## config.mk

```make
export PLATFORM = sky130hd
export DESIGN_NAME = fetch_unit_flat
export DESIGN_NICKNAME = d
export VERILOG_FILES = /design/src/rtl/fetch_unit_if.sv /design/src/rtl/fetch_unit.sv /design/src/flat_wrapper.sv
export SDC_FILE = /design/constraint.sdc
export NUM_CORES = 1
export LEC_CHECK = 0
export CAP_MARGIN = 5
export CORE_MARGIN = 5
export CORE_UTILIZATION = 42
export DETAILED_ROUTE_END_ITERATION = 8
export PLACE_DENSITY = 0.67
export SLEW_MARGIN = 20
export SYNTH_ARGS = -nofsm -noshare
export SYNTH_HDL_FRONTEND = slang
export SYNTH_SLANG_ARGS = --single-unit
export TNS_END_PERCENT = 50
```

## constraint.sdc

```tcl
create_clock -name clk_i -period 7.5 [get_ports clk_i]
set_clock_uncertainty 0.15 [all_clocks]
set_input_delay 1.5 -clock clk_i [delete_from_list [all_inputs] [get_ports clk_i]]
set_output_delay 1.5 -clock clk_i [all_outputs]
set_load 0.01 [all_outputs]
```

## src/rtl/fetch_unit_if.sv

```systemverilog
// Instruction-memory request/response bus between the fetch stage (master)
// and the instruction memory (slave).
interface fetch_unit_if;
   logic        imem_req;
   logic [31:0] imem_addr;
   logic        imem_ready;
   logic        imem_valid;
   logic [31:0] imem_rdata;

   modport master (
      output imem_req,
      output imem_addr,
      input  imem_ready,
      input  imem_valid,
      input  imem_rdata
   );

   modport slave (
      input  imem_req,
      input  imem_addr,
      output imem_ready,
      output imem_valid,
      output imem_rdata
   );
endinterface

```

## src/rtl/fetch_unit.sv

```systemverilog
// Instruction fetch stage: in-order requests to a variable-latency memory,
// a small response FIFO, and a bubble-on-empty pc/inst pair for IF/ID.
module fetch_unit #(
   parameter logic [31:0] RESET_PC        = 32'h0000_0000,
   parameter int          FIFO_DEPTH      = 2,
   parameter int          MAX_OUTSTANDING = 2
) (
   input  logic         clk_i,
   input  logic         rst_i,
   input  logic         hazard_i,
   input  logic         flush_i,
   input  logic [31:0]  target_i,
   fetch_unit_if.master imem,
   output logic [31:0]  pc_o,
   output logic [31:0]  inst_o,
   output logic         valid_o
);

   localparam int PTR_W = $clog2(FIFO_DEPTH);
   localparam int CNT_W = $clog2(FIFO_DEPTH + 1);
   localparam int OUT_W = $clog2(MAX_OUTSTANDING + 1);

   logic [31:0]      r_fifo_pc   [FIFO_DEPTH];
   logic [31:0]      r_fifo_inst [FIFO_DEPTH];
   logic [PTR_W-1:0] r_rd_ptr;
   logic [PTR_W-1:0] r_wr_ptr;
   logic [CNT_W-1:0] r_count;
   logic [OUT_W-1:0] r_outstanding;
   logic [OUT_W-1:0] r_drop_cnt;
   logic [31:0]      r_fetch_pc;
   logic [31:0]      r_resp_pc;

   logic w_credit;
   logic w_req;
   logic w_accept;
   logic w_resp;
   logic w_drop;
   logic w_push;
   logic w_valid;
   logic w_pop;

   // Credit: every accepted request already owns a FIFO slot, so responses
   // never need back-pressure.
   assign w_credit = ((32'(r_outstanding) + 32'(r_count)) < 32'(FIFO_DEPTH)) &&
                     (32'(r_outstanding) < 32'(MAX_OUTSTANDING));
   assign w_req    = !rst_i && !flush_i && w_credit;
   assign w_accept = w_req && imem.imem_ready;

   // Stray responses with nothing outstanding (e.g. pre-reset requests) are ignored.
   assign w_resp   = imem.imem_valid && (r_outstanding != '0);
   assign w_drop   = w_resp && (r_drop_cnt != '0);
   assign w_push   = w_resp && !w_drop && !flush_i;

   assign w_valid  = (r_count != '0) && !rst_i;
   assign w_pop    = w_valid && !hazard_i && !flush_i;

   assign imem.imem_req  = w_req;
   assign imem.imem_addr = r_fetch_pc;

   assign valid_o = w_valid;
   assign pc_o    = w_valid ? r_fifo_pc[r_rd_ptr]   : 32'h0;
   assign inst_o  = w_valid ? r_fifo_inst[r_rd_ptr] : 32'h0;

   always_ff @(posedge clk_i) begin
      if (rst_i) begin
         r_fetch_pc    <= RESET_PC;
         r_resp_pc     <= RESET_PC;
         r_rd_ptr      <= '0;
         r_wr_ptr      <= '0;
         r_count       <= '0;
         r_outstanding <= '0;
         r_drop_cnt    <= '0;
      end else begin
         r_outstanding <= r_outstanding + OUT_W'(w_accept) - OUT_W'(w_resp);
         if (flush_i) begin
            r_fetch_pc <= target_i;
            r_resp_pc  <= target_i;
            r_rd_ptr   <= '0;
            r_wr_ptr   <= '0;
            r_count    <= '0;
            // Everything still unreturned after this cycle belongs to the old path.
            r_drop_cnt <= r_outstanding - OUT_W'(w_resp);
         end else begin
            if (w_accept) begin
               r_fetch_pc <= r_fetch_pc + 32'd4;
            end
            if (w_drop) begin
               r_drop_cnt <= r_drop_cnt - OUT_W'(1);
            end
            if (w_push) begin
               r_wr_ptr  <= r_wr_ptr + PTR_W'(1);
               r_resp_pc <= r_resp_pc + 32'd4;
            end
            if (w_pop) begin
               r_rd_ptr <= r_rd_ptr + PTR_W'(1);
            end
            case ({w_push, w_pop})
               2'b10:   r_count <= r_count + CNT_W'(1);
               2'b01:   r_count <= r_count - CNT_W'(1);
               default: r_count <= r_count;
            endcase
         end
      end
   end

   always_ff @(posedge clk_i) begin
      if (!rst_i && w_push) begin
         r_fifo_pc[r_wr_ptr]   <= r_resp_pc;
         r_fifo_inst[r_wr_ptr] <= imem.imem_rdata;
      end
   end

endmodule
```

## src/flat_wrapper.sv

```systemverilog
// flat-port wrapper written by rule: the top's interface ports become plain ports
module fetch_unit_flat 
#(
   parameter logic [31:0] RESET_PC        = 32'h0000_0000,
   parameter int          FIFO_DEPTH      = 2,
   parameter int          MAX_OUTSTANDING = 2
)
  (clk_i, rst_i, hazard_i, flush_i, target_i, pc_o, inst_o, valid_o, imem_imem_req, imem_imem_addr, imem_imem_ready, imem_imem_valid, imem_imem_rdata);
  fetch_unit_if imem_i ();
  input  logic clk_i;
  input  logic rst_i;
  input  logic hazard_i;
  input  logic flush_i;
  input  logic [31:0] target_i;
  output logic [31:0] pc_o;
  output logic [31:0] inst_o;
  output logic valid_o;
  output wire logic [$bits(imem_i.imem_req)-1:0] imem_imem_req;
  output wire logic [$bits(imem_i.imem_addr)-1:0] imem_imem_addr;
  input wire logic [$bits(imem_i.imem_ready)-1:0] imem_imem_ready;
  input wire logic [$bits(imem_i.imem_valid)-1:0] imem_imem_valid;
  input wire logic [$bits(imem_i.imem_rdata)-1:0] imem_imem_rdata;
  assign imem_imem_req = imem_i.imem_req;
  assign imem_imem_addr = imem_i.imem_addr;
  assign imem_i.imem_ready = imem_imem_ready;
  assign imem_i.imem_valid = imem_imem_valid;
  assign imem_i.imem_rdata = imem_imem_rdata;
  fetch_unit #(.RESET_PC(RESET_PC), .FIFO_DEPTH(FIFO_DEPTH), .MAX_OUTSTANDING(MAX_OUTSTANDING)) u_core (.clk_i(clk_i), .rst_i(rst_i), .hazard_i(hazard_i), .flush_i(flush_i), .target_i(target_i), .imem(imem_i), .pc_o(pc_o), .inst_o(inst_o), .valid_o(valid_o));
endmodule
```

==> run summary <==
status: complete, no violations
core area: 20900 um^2
FFs w/ async S/R, synth: 0%
via count: 6352
vias in the first global route: 6124
endpoints failing hold: 0
Clock Latency Late Sink: 500 ps
Congestion Overflow GR: 0
syn avg cell area: 11.7 um^2
Num CTS Buffers: 22
largest net degree at the start of global routing: 66
P_leak: 3.76 nW
root buffer cell: clkbuf_16
reg2reg start: u_core.r_outstanding[0]
number of synthesized register bits: 201
Max Cap Viol: 0
die span in y: 155 um
CP Cell Sequence: clkdlybuf4s50_1 > buf_4 > or2_2 > nor4_1 > clkdlybuf4s50_1
layout cell share with drive strength beyond 1: 7.32%
htree depth: 1
die area: 24000 um^2
area leader, netlist: edfxtp_1
VDD IR max: 0.123 mV
Post-synth EDFFs: 128
Nets: 990
Crit-path slowest cell: clkdlybuf4s50_1
CP bufs+invs: 3
initial antenna violation count: 0
TNS Setup: 0 ps
Initial Util: 42.3%
via density per instance: 5.28
Worst-path clk slew: 60 ps
post-synth top area share: 43.5%
Placer Congestion: 0.876
FMAX: 199 MHz
most frequent CP cell: clkdlybuf4s50_1
ANT nets after route: 0
slack of the worst reg-to-reg path: 3780 ps
cell class contributing the biggest share of worst-path delay: buffers and inverters
synthesized instance count: 757
Rel. slew slack: 34.3%
Fill cells: 1818
CP Data Required Time: 5850 ps
Slew Limit Fails: 0
worst hold slack: 312 ps
Distinct cells, synth: 59
Yosys warning total: 0
slowest stage delay, CP: 580 ps
post-layout min period: 5040 ps
crit path capture: imem_imem_req
Synthesized Nets: 834
DR pass1 iterations: 5
top post-synthesis cells by area: edfxtp_1 43%, dfxtp_1 17%, mux2i_1 7.4%
RSZ-0062 raised after global routing: false
worst r2r path cells: 8
setup-violating endpoint count in the final report: 0
post-synthesis sequential area ratio: 60.0%
Horiz. Die Dim: 155 um
r2r endpoint: u_core.imem.imem_addr[20]
Power Density: 225 nW/um^2
first-pass GRT wire length: 32900 um
crit path DAT: 3390 ps
Tcrit/Tclk final: 67.2%
Top FF cell, synth: edfxtp_1
TritonCTS clock tree: built
final wirelength: 21100 um
number of hold buffers added after cts: 0
Global Route Usage Sum: 16.9%
Setup CP Type: input pin to output port
Clock Sinks: 201
Crit. End Element: output port
ant diodes: 0
min-delay worst type: flip-flop to flip-flop
synthesized cell area: 8840 um^2
Avg WL per Cell: 17.5 um
IO Count: 168
Bufs on Longest Clock Path: 3
Slew @ Worst Pin: 985 ps
Critical path origin: flush_i
post-CTS setup buffers: 0
Worst Path Max Fanout: 38
area delta synth->final: 29.6%
Final HPWL DP: 14200 um
DRC violations left: 0
CP Depth: 5
number of DRC markers in iteration 0: 423
FP Rows: 53
post_cts resized: 0
CP Launch Type: input pin
Buffers on Ports: 167
-- layout by cell type (no fill, tap or decap), types with 8 or more instances in the layout --
cell type	n
clkdlybuf4s50_1	166
edfxtp_1	128
nor2_1	99
dfxtp_1	72
mux2i_1	65
nand2_1	55
a21oi_1	28
xor2_1	25
nand4_1	24
nand3_1	23
clkbuf_16	23
a31oi_1	19
inv_1	14
and3_1	12
o211ai_1	12
xnor2_1	11
a211oi_1	11
or3_1	10
nor4_1	8
-- kinds of logic after synthesis --
logic type                 synth area share, %
AOI/OAI and AO/OA                         9.46
xor gates and xnor gates                  3.57
adders and majority gates                 1.08
buffers and inverters                     2.60
DFF                                       60.0
muxes                                     7.36
and+or+nand+nor                           15.9
-- synth_stat cells (11+ instances only) --
library cell  count
edfxtp_1        128
nor2_1           99
dfxtp_1          73
mux2i_1          65
nand2_1          55
a21oi_1          28
xor2_1           25
nand4_1          24
clkbuf_1         23
nand3_1          23
a31oi_1          19
inv_1            14
and3_1           13
o211ai_1         12
a211oi_1         11
xnor2_1          11
-- worst min-delay path, delay by kind of cell (launching register included) --
family           cells  cell delay, ps
flip-flops           1             310
AND/OR/NAND/NOR      1              50
AO/OA/AOI/OAI        1              50
-- stage by stage --
| step | area (um^2) | std cells | utilization [%] | total power, mW | setup WS [ps] |
|---|---|---|---|---|---|
| global route | 11500 | 1204 | 54.9 | 2.68 | 2390 |
| CTS | 11500 | 1204 | 54.9 | 2.61 | 2450 |
| global placement | 10700 | 1164 | 51.4 | 1.54 | 2450 |
| detailed placement | 10700 | 1164 | 51.4 | 1.55 | 2450 |
| floorplan | 8840 | 757 | - | 1.43 | 222 |
| finish | 11500 | 1204 | 54.9 | 2.58 | 2460 |
-- layer usage --
layer  part of all wire [%]  routed length (um)  up-vias  global-route usage, %
met2                     43                9120      246                   25.5
met5                      0                   0        -                      0
met1                     48               10000     2957                   25.2
met4                    1.4                 301        0                   3.36
li1                       -                   -     3123                      -
met3                    7.9                1660       26                   3.84
-- state kept, by name, summed over array words and instances (netlist names), 2 cells and up, named ones only --
register	flops
u_core.r_resp_pc	32
u_core.r_outstanding	2
u_core.r_fifo_pc	64
u_core.r_drop_cnt	2
u_core.r_count	2
u_core.imem.imem_addr	32
u_core.r_fifo_inst	64
-- how the worst min path moves through the flow --
stage                             startpoint                       end  depth (start not counted)
floorplan                u_core.r_resp_pc[0]    u_core.r_fifo_pc[0][0]                          0
global placement    u_core.imem.imem_addr[1]  u_core.imem.imem_addr[1]                          2
detailed placement  u_core.imem.imem_addr[1]  u_core.imem.imem_addr[1]                          2
CTS                 u_core.imem.imem_addr[1]  u_core.imem.imem_addr[1]                          2
global route        u_core.imem.imem_addr[1]  u_core.imem.imem_addr[1]                          2
finish              u_core.imem.imem_addr[0]  u_core.imem.imem_addr[0]                          2
-- final cells by class --
class	instances	area [um^2]	area share [%]
inverters	16	60.1	0.524
flip-flops and latches	201	5310	46.3
clock inverters	12	113	0.983
repair buffers	174	1720	15.0
well taps	275	344	3.00
multi-input cells	498	3310	28.9
clock buffers	28	604	5.27
-- power by group --
group	switching [mW]	leakage, nW	total, mW	internal (mW)
Combinational	0.124	1.65	0.244	0.120
Sequential	0.0488	1.77	1.28	1.23
Clock	0.418	0.338	1.06	0.638
(Power assumes the default switching activity.)
